$ cat src/rtl/alu_pkg.sv
// alu_pkg: shared definitions for the ALU responder.
//   - alu_op_t        : 3-bit opcode type
//   - OP_AND..OP_SLT  : opcode encodings
//   - is_legal_op()   : opcode legality; OP_SLT is legal only when the
//                       ALU_SLT_EN macro is defined at compile time.
package alu_pkg;

  typedef logic [2:0] alu_op_t;

  localparam alu_op_t OP_AND = 3'b000;
  localparam alu_op_t OP_OR  = 3'b001;
  localparam alu_op_t OP_ADD = 3'b010;
  localparam alu_op_t OP_SUB = 3'b110;
  localparam alu_op_t OP_SLT = 3'b111;

  function automatic logic is_legal_op(alu_op_t op);
    case (op)
      OP_AND, OP_OR, OP_ADD, OP_SUB: return 1'b1;
`ifdef ALU_SLT_EN
      OP_SLT:                        return 1'b1;
`endif
      default:                       return 1'b0;
    endcase
  endfunction

endpackage

$ cat src/rtl/alu_core.sv
// alu_core: purely combinational ALU datapath.
// Ports:
//   a, b  in  W  operands
//   op    in  3  opcode (see alu_pkg)
//   z     out W  result, modulo 2^W; 0 for illegal opcodes
//   ovf   out 1  signed overflow, ADD/SUB only
//   err   out 1  illegal opcode
// Compile-time option: ALU_SLT_EN enables signed set-less-than on op 111;
// without it no SLT logic exists and op 111 reports err.
module alu_core
  import alu_pkg::*;
#(
  parameter int W = 32
) (
  input  logic [W-1:0] a,
  input  logic [W-1:0] b,
  input  logic [2:0]   op,
  output logic [W-1:0] z,
  output logic         ovf,
  output logic         err
);

  localparam logic [W-1:0] ONE = {{(W-1){1'b0}}, 1'b1};

  logic [W-1:0] sum;
  logic [W-1:0] diff;
  logic         ovf_add;
  logic         ovf_sub;

  assign sum  = a + b;
  assign diff = a + ~b + ONE;

  // Overflow: operands that can produce an out-of-range result gave a
  // result whose sign disagrees with a.
  assign ovf_add = (a[W-1] == b[W-1]) && (sum[W-1]  != a[W-1]);
  assign ovf_sub = (a[W-1] != b[W-1]) && (diff[W-1] != a[W-1]);

  // NOTE: every output gets a default before the case so no path leaves
  // a variable unassigned, which would otherwise infer a latch.
  always_comb begin
    z   = '0;
    ovf = 1'b0;
    err = !is_legal_op(op);
    case (op)
      OP_AND: z = a & b;
      OP_OR:  z = a | b;
      OP_ADD: begin
        z   = sum;
        ovf = ovf_add;
      end
      OP_SUB: begin
        z   = diff;
        ovf = ovf_sub;
      end
`ifdef ALU_SLT_EN
      // Signed less-than: the true sign of (a - b) is the raw sign bit
      // corrected by overflow.
      OP_SLT: z = {{(W-1){1'b0}}, diff[W-1] ^ ovf_sub};
`endif
      default: ;
    endcase
  end

endmodule

$ cat src/rtl/alu_resp_unit.sv
// alu_resp_unit: registered, handshaked ALU execute responder.
// Ports:
//   clk, rst_n        clock, asynchronous active-low reset
//   req_valid/ready   request handshake; req_a, req_b (W), req_op (3)
//   rsp_valid/ready   response handshake
//   rsp_z (W)         result; rsp_zero, rsp_ovf, rsp_err flags
//   ops_done (CNT_W)  wrapping count of accepted responses
// One output register (EMPTY/FULL), 1-cycle latency, 1 op/cycle throughput.
// req_ready passes rsp_ready through combinationally (no skid buffer).
// Compile-time option: ALU_SLT_EN (forwarded to alu_core).
module alu_resp_unit
  import alu_pkg::*;
#(
  parameter int W     = 32,
  parameter int CNT_W = 16
) (
  input  logic             clk,
  input  logic             rst_n,
  input  logic             req_valid,
  output logic             req_ready,
  input  logic [W-1:0]     req_a,
  input  logic [W-1:0]     req_b,
  input  logic [2:0]       req_op,
  output logic             rsp_valid,
  input  logic             rsp_ready,
  output logic [W-1:0]     rsp_z,
  output logic             rsp_zero,
  output logic             rsp_ovf,
  output logic             rsp_err,
  output logic [CNT_W-1:0] ops_done
);

  typedef enum logic {EMPTY = 1'b0, FULL = 1'b1} state_t;

  localparam logic [CNT_W-1:0] CNT_ONE = {{(CNT_W-1){1'b0}}, 1'b1};

  state_t       state;
  logic         init_q;   // low until the first edge after reset release
  logic [W-1:0] core_z;
  logic         core_ovf;
  logic         core_err;
  logic         req_fire;
  logic         rsp_fire;

  alu_core #(.W(W)) u_core (
    .a   (req_a),
    .b   (req_b),
    .op  (req_op),
    .z   (core_z),
    .ovf (core_ovf),
    .err (core_err)
  );

  assign rsp_valid = (state == FULL);
  assign req_ready = init_q && (!rsp_valid || rsp_ready);
  assign req_fire  = req_valid && req_ready;
  assign rsp_fire  = rsp_valid && rsp_ready;

  // NOTE: all state here uses non-blocking assignments so every register
  // samples pre-edge values, independent of statement order.
  always_ff @(posedge clk or negedge rst_n) begin
    if (!rst_n) begin
      state    <= EMPTY;
      init_q   <= 1'b0;
      rsp_z    <= '0;
      rsp_zero <= 1'b0;
      rsp_ovf  <= 1'b0;
      rsp_err  <= 1'b0;
      ops_done <= '0;
    end else begin
      init_q <= 1'b1;
      if (rsp_fire) ops_done <= ops_done + CNT_ONE;

      // A request fire in either state loads the register; in FULL that
      // only happens alongside a response fire, so nothing is lost.
      if (req_fire) begin
        state    <= FULL;
        rsp_z    <= core_z;
        rsp_zero <= (core_z == '0);
        rsp_ovf  <= core_ovf;
        rsp_err  <= core_err;
      end else if (rsp_fire) begin
        state <= EMPTY;
      end
    end
  end

endmodule

$ cat config.mk
export PLATFORM = sky130hd
export DESIGN_NAME = alu_resp_unit
export DESIGN_NICKNAME = d
export VERILOG_FILES = /design/src/rtl/alu_pkg.sv /design/src/rtl/alu_core.sv /design/src/rtl/alu_resp_unit.sv
export SDC_FILE = /design/constraint.sdc
export NUM_CORES = 1
export LEC_CHECK = 0
export CAP_MARGIN = 5
export CORE_MARGIN = 4
export CORE_UTILIZATION = 43
export CTS_BUF_LIST = sky130_fd_sc_hd__clkbuf_4
export CTS_CLUSTER_SIZE = 8
export DETAILED_ROUTE_END_ITERATION = 12
export GPL_TIMING_DRIVEN = 0
export HOLD_SLACK_MARGIN = 0.03
export PLACE_DENSITY_LB_ADDON = 0.05
export SLEW_MARGIN = 20
export SYNTH_ARGS = -nofsm -noshare
export SYNTH_HDL_FRONTEND = slang
export SYNTH_SLANG_ARGS = --single-unit
export TNS_END_PERCENT = 5
$ cat constraint.sdc
create_clock -name clk -period 3.6 [get_ports clk]
set_clock_uncertainty 0.05 [all_clocks]
set_input_delay 0.54 -clock clk [delete_from_list [all_inputs] [get_ports clk]]
set_output_delay 0.54 -clock clk [all_outputs]
set_load 0.01 [all_outputs]
==> impl.org, run 1 <==
** Worst setup path
- Crit path required time :: 3860 ps
- Slowest CP cell :: sky130_fd_sc_hd__o211ai_1
- In this run the critical register-to-register path is launched from rsp_valid.
- The signal on the critical path passes through dlygate4sd2_1 -> inv_1 -> ha_4 -> buf_4 -> o211ai_1 -> o211ai_1 -> nand2_1 -> a311oi_1 -> a31oi_1 -> xnor2_1 -> o22ai_1 -> a2111oi_4 -> nand4bb_4 -> nor4b_2 -> a41o_1.
- The most numerous cell type found on the critical path is sky130_fd_sc_hd__o211ai_1.
- By startpoint and endpoint, the worst setup path is classified as in -> reg.
- The worst setup path is captured at a flip-flop.
- In this run the worst setup path begins at req_a[3].
- Of all nets on the critical path, the largest fanout is 5.
- The worst setup path is launched from an input port.
- Arr. time, crit path :: just under 4000 ps
- For this run, the slowest stage of the critical path takes 420 ps.

** Final layout
- Once layout is complete, the utilization of the core stands at roughly three fifths.
- Area growth from synthesis to layout :: 38.8%
- The finished cells cover 9960 sq um.
- Number of diodes added for antenna fixing :: 0
- Counting the fill cells in the layout gives 1479.
- Summing all flip-flop and latch instances after layout gives 1330 sq um.
- Proportion of layout cells with a drive suffix above 1 :: 19.3%
- Area of the multi-input gates :: 6110 sq um
- The net count of the finished layout is ~1300.

** Status
- The run finished, with violations left.
- The final reports fail on negative setup slack.

** Clock tree
- Counting every sink on the clock net gives 53.
- CTS placed an instance of sky130_fd_sc_hd__clkbuf_4 at the clock tree root.
- Insertion delay of the later-clocked pin in the worst-skew pair :: 370 ps
- Clock tree buffer depth :: 2
- H-tree Lvls :: 2
- CTS tree :: built
- Clock transition at path regs :: 160 ps
- Number of clock buffers inserted by TritonCTS :: 5
- Hold Buf Count CTS :: 0

** Logic synthesis
- Number of synthesized flops with an enable pin :: 0
- Counting instances in the post-synthesis netlist gives the leading cell types as sky130_fd_sc_hd__ha_1 (101), sky130_fd_sc_hd__inv_1 (98), sky130_fd_sc_hd__nand2_1 (81), sky130_fd_sc_hd__a21oi_1 (76), sky130_fd_sc_hd__nor2_1 (66).
- In this run, synthesis produced a sequential element count of between 50 and 60.
- In the synthesized netlist the dominant register cell turns out to be sky130_fd_sc_hd__dfrtp_1.
- Ranking of synthesized cells by area :: sky130_fd_sc_hd__dfrtp_1 (18%), sky130_fd_sc_hd__ha_1 (18%), sky130_fd_sc_hd__a21oi_1 (5.3%)
- Share of synthesized flip-flops with an asynchronous set or reset :: 100%
- The cell area that synthesis handed to floorplanning was between 7000 and 8000 sq um.
- Yosys instantiated no cell more often than sky130_fd_sc_hd__ha_1.
- A synthesized cell averages 7.58 sq um.
- Count of mapped cells out of synthesis :: 947
- Warning count from the yosys run :: 0
- Area share of the leading cell type in the synthesized netlist :: 18.5%
- Synthesized net count :: 1121
- Cell accounting for the most synthesized area :: sky130_fd_sc_hd__dfrtp_1
- Sequential elements use a little under a fifth of the synthesized area.
- Distinct cell type count of the synthesized netlist :: roughly 80

** Global routing
- Summed over all layers, the global routing overflow is 0.
- Met3 track demand over resource in global routing :: 2.74%
- Most crowded layer after global routing :: met2
- Entering global routing, the biggest net connects 54 pins.
- The number of antenna violations at the first check in global routing came to 0.
- The first global-routing pass estimated roughly 39 mm of wire.
- The number of global-route vias before repair came to 7350.
- Global routing used 26.0% of the available tracks.
- Met2 routing resource usage after global routing :: 41.0%
- Global routing used 38.1% of the available met1 tracks.

** Floorplan
- Area of the die :: 18800 sq um
- The initial utilization of the core area, before any placement, comes to about 45%.
- Chip Height :: 137 microns
- The initialized floorplan defines between 40 and 50 standard-cell rows.
- The floorplan step set the die width to between 100 and 150 microns.
- Number of top-level design ports :: 124
- Core footprint :: 16100 sq um

** STA
- Slew Limit Fails :: 0
- Transition at the pin with the smallest max-transition slack :: 798 ps
- Based on the critical path, the design can be clocked at up to about 270 MHz.
- Remaining max-slew budget at the tightest pin :: 46.8%
- Final hold vios :: 0
- Crit path time final :: around 3700 ps
- Of the available clock period, the critical path in the final layout requires 102%.
- RSZ-0062 raised after global routing :: yes
- Worst Setup Slack, final :: -64.1 ps
- Setup violations remaining at the end of the flow were counted as 2.
- Setup Total Neg Slack :: -76.4 ps

** Detailed routing
- In this run, the number of DRC markers left after iteration 0 of detailed routing was 808.
- Total detailed-routing wirelength :: 25.2 mm
- Average wire per standard cell :: 18.9 microns
- Number of DRC violations after detailed routing :: 0
- In the routed layout, each cell is associated on average with a via count of 5.94.
- Number of search-and-repair iterations in the first detailed-routing pass :: 6
- Overall via count from detail_route :: 7912
- ANT nets after route :: 0

** Placed design
- Port buffering added roughly 120 buffers.
- Routability-driven placement finished with a final weighted congestion of ~0.94.
- After legalization and detailed placement, the total HPWL measured 19.2 mm.
- Placement-stage cell area :: ~8700 sq um

** Min path
- Hold/Removal Path Class :: in -> async

** Power
- VDD sags by at most approximately 0.22 mV.
- Pwr dens :: between 200 and 300 nW/um^2
- The analysis attributes to cell leakage a power of between 4 and 5 nW.

** Run
- Max-cap violations in this run came to 0.
==> final timing paths <==
kind,endpoint,slack [ps],cells after the start
hold / removal,ops_done[5],110,1
hold reg to reg,ops_done[15],430,1
setup / recovery,rsp_zero,-60,15
setup reg to reg,rsp_zero,300,11
max in group asynchronous,rsp_err,2940,1
min in group clk,ops_done[15],430,1
==> cells by family after synthesis <==
group                      count (synthesis)  synth area share [%]
other                                      1                0.0523
muxes                                     10                  1.41
DFF                                       53                  18.5
AOI/OAI and AO/OA                        308                  29.3
xor gates and xnor gates                  46                  5.61
adders and majority gates                103                  18.2
buffers and inverters                    148                  7.95
and+or+nand+nor                          278                  19.1
==> critical path, delay by kind of cell <==
kind	cells	cell delay, ps
compound gates	7	1710
xor+xnor	1	260
fa+ha+maj	1	320
buf+inv	3	500
simple gates	3	570
==> layout by cell type, fill, tap and decap left out, types with 19 or more instances in the layout <==
cell,instances
sky130_fd_sc_hd__nand2_1,79
sky130_fd_sc_hd__a21oi_1,55
sky130_fd_sc_hd__nand3_1,20
sky130_fd_sc_hd__buf_4,46
sky130_fd_sc_hd__dfrtp_1,53
sky130_fd_sc_hd__clkbuf_1,20
sky130_fd_sc_hd__nor2_1,58
sky130_fd_sc_hd__o21ai_0,53
sky130_fd_sc_hd__xnor2_1,32
sky130_fd_sc_hd__ha_4,19
sky130_fd_sc_hd__nor3_1,20
sky130_fd_sc_hd__clkdlybuf4s50_1,93
sky130_fd_sc_hd__ha_1,77
sky130_fd_sc_hd__inv_1,80
==> metrics by stage <==
stage	setup slack, ps	hold WS [ps]	instances	power [mW]
2_1_floorplan	0.987	194	947	1.47
4_1_cts	-32.9	136	1326	2.47
3_5_place_dp	-1450	419	1284	1.96
6_report	-64.1	113	1331	2.54
5_1_grt	-133	155	1331	2.70
3_3_place_gp	-1400	411	1284	1.95
==> per-layer routing <==
layer	routed length, microns	vias to the layer above	part of all wire (%)
met4	575	0	2.3
li1	-	3736	-
met5	0	-	0
met1	11300	3718	45
met3	2190	53	8.7
met2	11100	405	44
==> final cells by class <==
cell class,instances,area share [%]
plain buffers,40,2.41
multi-input cells,746,61.4
flip-flops and latches,53,13.3
clock buffers,5,0.377
inverters,99,3.75
repair buffers,169,15.8
clock inverters,3,0.264
well taps,216,2.71
==> flip-flops by register name, indices dropped and copies added (netlist names) <==
signal,count
rsp_z,32
rsp_valid,1
rsp_ovf,1
rsp_zero,1
rsp_err,1
ops_done,16
init_q,1
==> repair_timing <==
action | CTS | global route
setup buffers | 41 | 6
cloned | 1 | 0
endpoints found under the setup margin | 17 | 6
gates resized for setup | 207 | 45
pin swaps | 52 | 29
==> power by group <==
part | total, mW | switching, mW | internal (mW)
logic | 1.53 | 0.828 | 0.701
clock network | 0.276 | 0.195 | 0.0810
registers | 0.731 | 0.0669 | 0.665
Power figures use the tool's default switching activity.
==> run 2, diff against run 1 <==
- SKIP_LAST_GASP: unset -> 1
==> run 2 against run 1 <==
The run still ends with negative setup slack left. Cell count did not move. Largest power group unchanged. Sequential power hardly changed. First-iteration DRC count rose by 2.1%.
==> impl.org, run 2 (synthesized netlist as in run 1, its figures left out) <==
** STA
- The count of pins over their slew limit is 0 (unchanged).
- The transition time at the pin with the least slew margin is 800 ps (+1.61 ps).
- Total of endpoints with negative setup slack in the final report :: 3 (+1)
- The sum of negative setup slack came to -113 ps (-36.7 ps).
- Setup repair after global routing could not meet its margin everywhere.
- The clock period minus worst slack came to 3670 ps (+9.49 ps).
- Remaining max-slew budget at the tightest pin :: 46.7% (-0.11 points)
- Final hold vios :: 0 (unchanged)
- The highest attainable clock frequency came to 272 MHz (-0.26%).
- Worst Setup Slack, final :: -73.6 ps (-9.49 ps)
- The final critical-path share of the clock period was 102% (+0.26 points).

** Final layout
- rsp_z holds more flip-flops than any other register.
- Leading cell type in the layout, fill and taps excluded :: sky130_fd_sc_hd__clkdlybuf4s50_1
- Area of the multi-input gates :: 6110 sq um (-0.10%)
- Combined flip-flop and latch cell area :: 1330 sq um (unchanged)
- The share of the core filled with cells was 61.8% (about the same).
- The layout net count is 1288 (unchanged).
- The fraction of final layout cells sized beyond drive strength 1 was 19.2% (-0.090 points).
- The fill cell instance count of the final layout came to 1478 (-0.068%).
- Layout Cell Area excl Fill :: 9960 sq um (about the same)
- Number of diodes added for antenna fixing :: 0 (unchanged)
- Area growth from synthesis to layout :: 38.8% (about the same)
- Leading cell types in the layout, fill and taps excluded :: sky130_fd_sc_hd__clkdlybuf4s50_1 (93), sky130_fd_sc_hd__inv_1 (80), sky130_fd_sc_hd__nand2_1 (79), sky130_fd_sc_hd__ha_1 (77), sky130_fd_sc_hd__nor2_1 (58)
- The flip-flop count of the largest register after layout came to 32 (unchanged).
- In the final layout, the registers with the most flip-flops are rsp_z (32), ops_done (16).

** Clock tree
- Number of clock buffers inserted by TritonCTS :: 5 (unchanged)
- In this run the clock root is driven by a sky130_fd_sc_hd__clkbuf_4.
- TritonCTS built the clock tree.
- The post-CTS clock slew at the launch and capture registers of the worst setup and hold paths came to 160 ps (about the same).
- Insertion delay of the later-clocked pin in the worst-skew pair :: 370 ps (about the same)
- H-tree Lvls :: 2 (unchanged)
- The deepest clock path buffer count is 2 (unchanged).
- The number of sinks driven by the clock tree was 53 (unchanged).

** Floorplan
- The total core area came to 16100 sq um (unchanged).
- Cell row count :: 46 (unchanged)
- Chip Height :: 137 microns (unchanged)
- The initial core utilization was 44.5% (unchanged).
- Area of the die :: 18800 sq um (unchanged)
- The die width came to 137 microns (unchanged).
- The number of ports placed on the die boundary was 124 (unchanged).

** Placed design
- The half-perimeter wire length after placement was 19.2 mm (unchanged).
- Global placer's final weighted congestion :: 0.936 (unchanged)
- The post-place instance area came to 8660 sq um (unchanged).
- The number of buffers added on ports came to 121 (unchanged).
- The pre-CTS worst setup slack came to -1450 ps (unchanged).

** Worst setup path
- Buf/Inv on CP :: 4 (+1)
- The cell family contributing the most delay on the critical path is compound AO/OA/AOI/OAI gates.
- Crit path required time :: 3820 ps (-40 ps)
- The maximum fanout along the worst path is 10 (+5).
- The endpoint identified for the worst register-to-register timing path is rsp_zero.
- STA classifies the critical path endpoint as a flip-flop.
- In this run the critical register-to-register path is launched from rsp_valid.
- Launching element type of the critical path :: input port
- The largest stage delay on the critical path was 510 ps (+90 ps).
- Arr. time, crit path :: 3900 ps (-30 ps)
- The largest individual stage delay along the critical path comes from the cell sky130_fd_sc_hd__clkdlybuf4s50_1.
- The setup path with the least slack is of type in -> reg.
- Worst reg-to-reg setup slack :: 300 ps (about the same)
- R2r worst-path depth :: 11 (unchanged)
- Series of cell instances along the critical path :: clkdlybuf4s50_1 -> inv_1 -> ha_4 -> clkbuf_8 -> inv_2 -> nand3_1 -> a211o_1 -> and2_4 -> a21oi_4 -> a211oi_4 -> o41a_1 -> o211a_1 -> xor2_1 -> a21oi_2 -> a41o_1

** Detailed routing
- Number of DRC violations after detailed routing :: 0 (unchanged)
- The total iterations of the first detailed-routing run was 5 (-1).
- The via-per-instance ratio was 5.96 (+0.33%).
- The routed wirelength normalized by instance count was 19.0 microns (+0.32%).
- The wire length reported by the detailed router came to 25.3 mm (+0.32%).
- The number of nets still failing antenna checks after routing was 0 (unchanged).
- Overall via count from detail_route :: 7938 (+0.33%)
- The detailed router's first-iteration violation count is 825 (+2.1%).

** Global routing
- The met2 routing resource usage after global routing was 41.0% (unchanged).
- Number of global-route vias before repair :: 7350 (unchanged)
- Final global-route overflow total :: 0 (unchanged)
- Met1 routing resource usage after global routing :: 38.1% (unchanged)
- Initial antenna violation count :: 0 (unchanged)
- Met3 track demand over resource in global routing :: 2.74% (unchanged)
- Tot GR Track Use :: 26.0% (unchanged)
- Most crowded layer after global routing :: met2
- First-pass GRT wire length :: 39.2 mm (unchanged)
- Pin count of the biggest net entering global routing :: 54 (unchanged)

** Min path
- The tightest min-delay check is of the in -> async type.

** Power
- Pwr dens :: 255 nW/um^2 (about the same)
- Worst vdd ir :: 0.221 mV (+0.24%)
- The static leakage power is 4.30 nW (about the same).
- The total power came to 2.54 mW (about the same).

** Status
- Outcome :: finished, violations left
- Violations in the final reports :: negative setup slack

** Run
- Max Cap Viol :: 0 (unchanged)
==> run 2: layout make-up <==
cell class | instances | area share, %
Buffer | 40 | 2.41
Clock buffer | 5 | 0.377
Clock inverter | 3 | 0.264
Inverter | 99 | 3.76
Multi-Input combinational cell | 746 | 61.3
Sequential cell | 53 | 13.3
Tap cell | 216 | 2.71
Timing Repair Buffer | 169 | 15.8
==> run 2: timing repair <==
action,4_1_cts,5_1_grt
setup buffers,41,6
endpoints found under the setup margin,17,6
gates cloned,1,0
resized for setup,207,44
pin swaps,52,29
hold buffers,0,0
==> run 2: worst max-delay path by stage <==
stage               from       end  cells past startpoint
6_report       req_a[12]  rsp_zero                     15
5_1_grt        req_a[19]  rsp_zero                     15
4_1_cts         req_b[0]  rsp_zero                     16
3_5_place_dp    req_a[1]  rsp_zero                     14
3_3_place_gp    req_a[1]  rsp_zero                     14
2_1_floorplan   req_a[0]  rsp_zero                     14
==> run 2: worst reg2reg max path: stages (launching register included) <==
cell,delay (ps)
sky130_fd_sc_hd__dfrtp_1,440
sky130_fd_sc_hd__nand2b_1,180
sky130_fd_sc_hd__nand3_4,170
sky130_fd_sc_hd__a221o_1,330
sky130_fd_sc_hd__nor4_1,240
sky130_fd_sc_hd__o211ai_1,130
sky130_fd_sc_hd__or4_1,560
sky130_fd_sc_hd__nor4b_2,290
sky130_fd_sc_hd__and4b_1,280
sky130_fd_sc_hd__nand4bb_4,130
sky130_fd_sc_hd__nor4b_2,240
sky130_fd_sc_hd__a41o_1,200
==> run 2: where the power goes <==
part,switching (mW),internal [mW],total (mW)
Clock,0.196,0.0810,0.277
Sequential,0.0669,0.665,0.732
Combinational,0.827,0.700,1.53
==> run 2: routing by layer <==
| metal | routed length, microns | vias up | share of wire [%] |
|---|---|---|---|
| met4 | 585 | 0 | 2.3 |
| met2 | 11100 | 413 | 44 |
| li1 | - | 3734 | - |
| met5 | 0 | - | 0 |
| met3 | 2150 | 51 | 8.5 |
| met1 | 11400 | 3740 | 45 |
==> run 2: per-stage QoR <==
stage | instances | hold WS (ps)
after floorplan | 947 | 194
after global placement | 1284 | 411
after detailed placement | 1284 | 419
after CTS | 1326 | 136
after global routing | 1331 | 155
final | 1331 | 117
==> run 3, diff against run 2 <==
- SKIP_LAST_GASP: 1 -> unset
==> results of run 3 <==
Same layout as run 1: the final DEF is identical, and so are final timing and power.
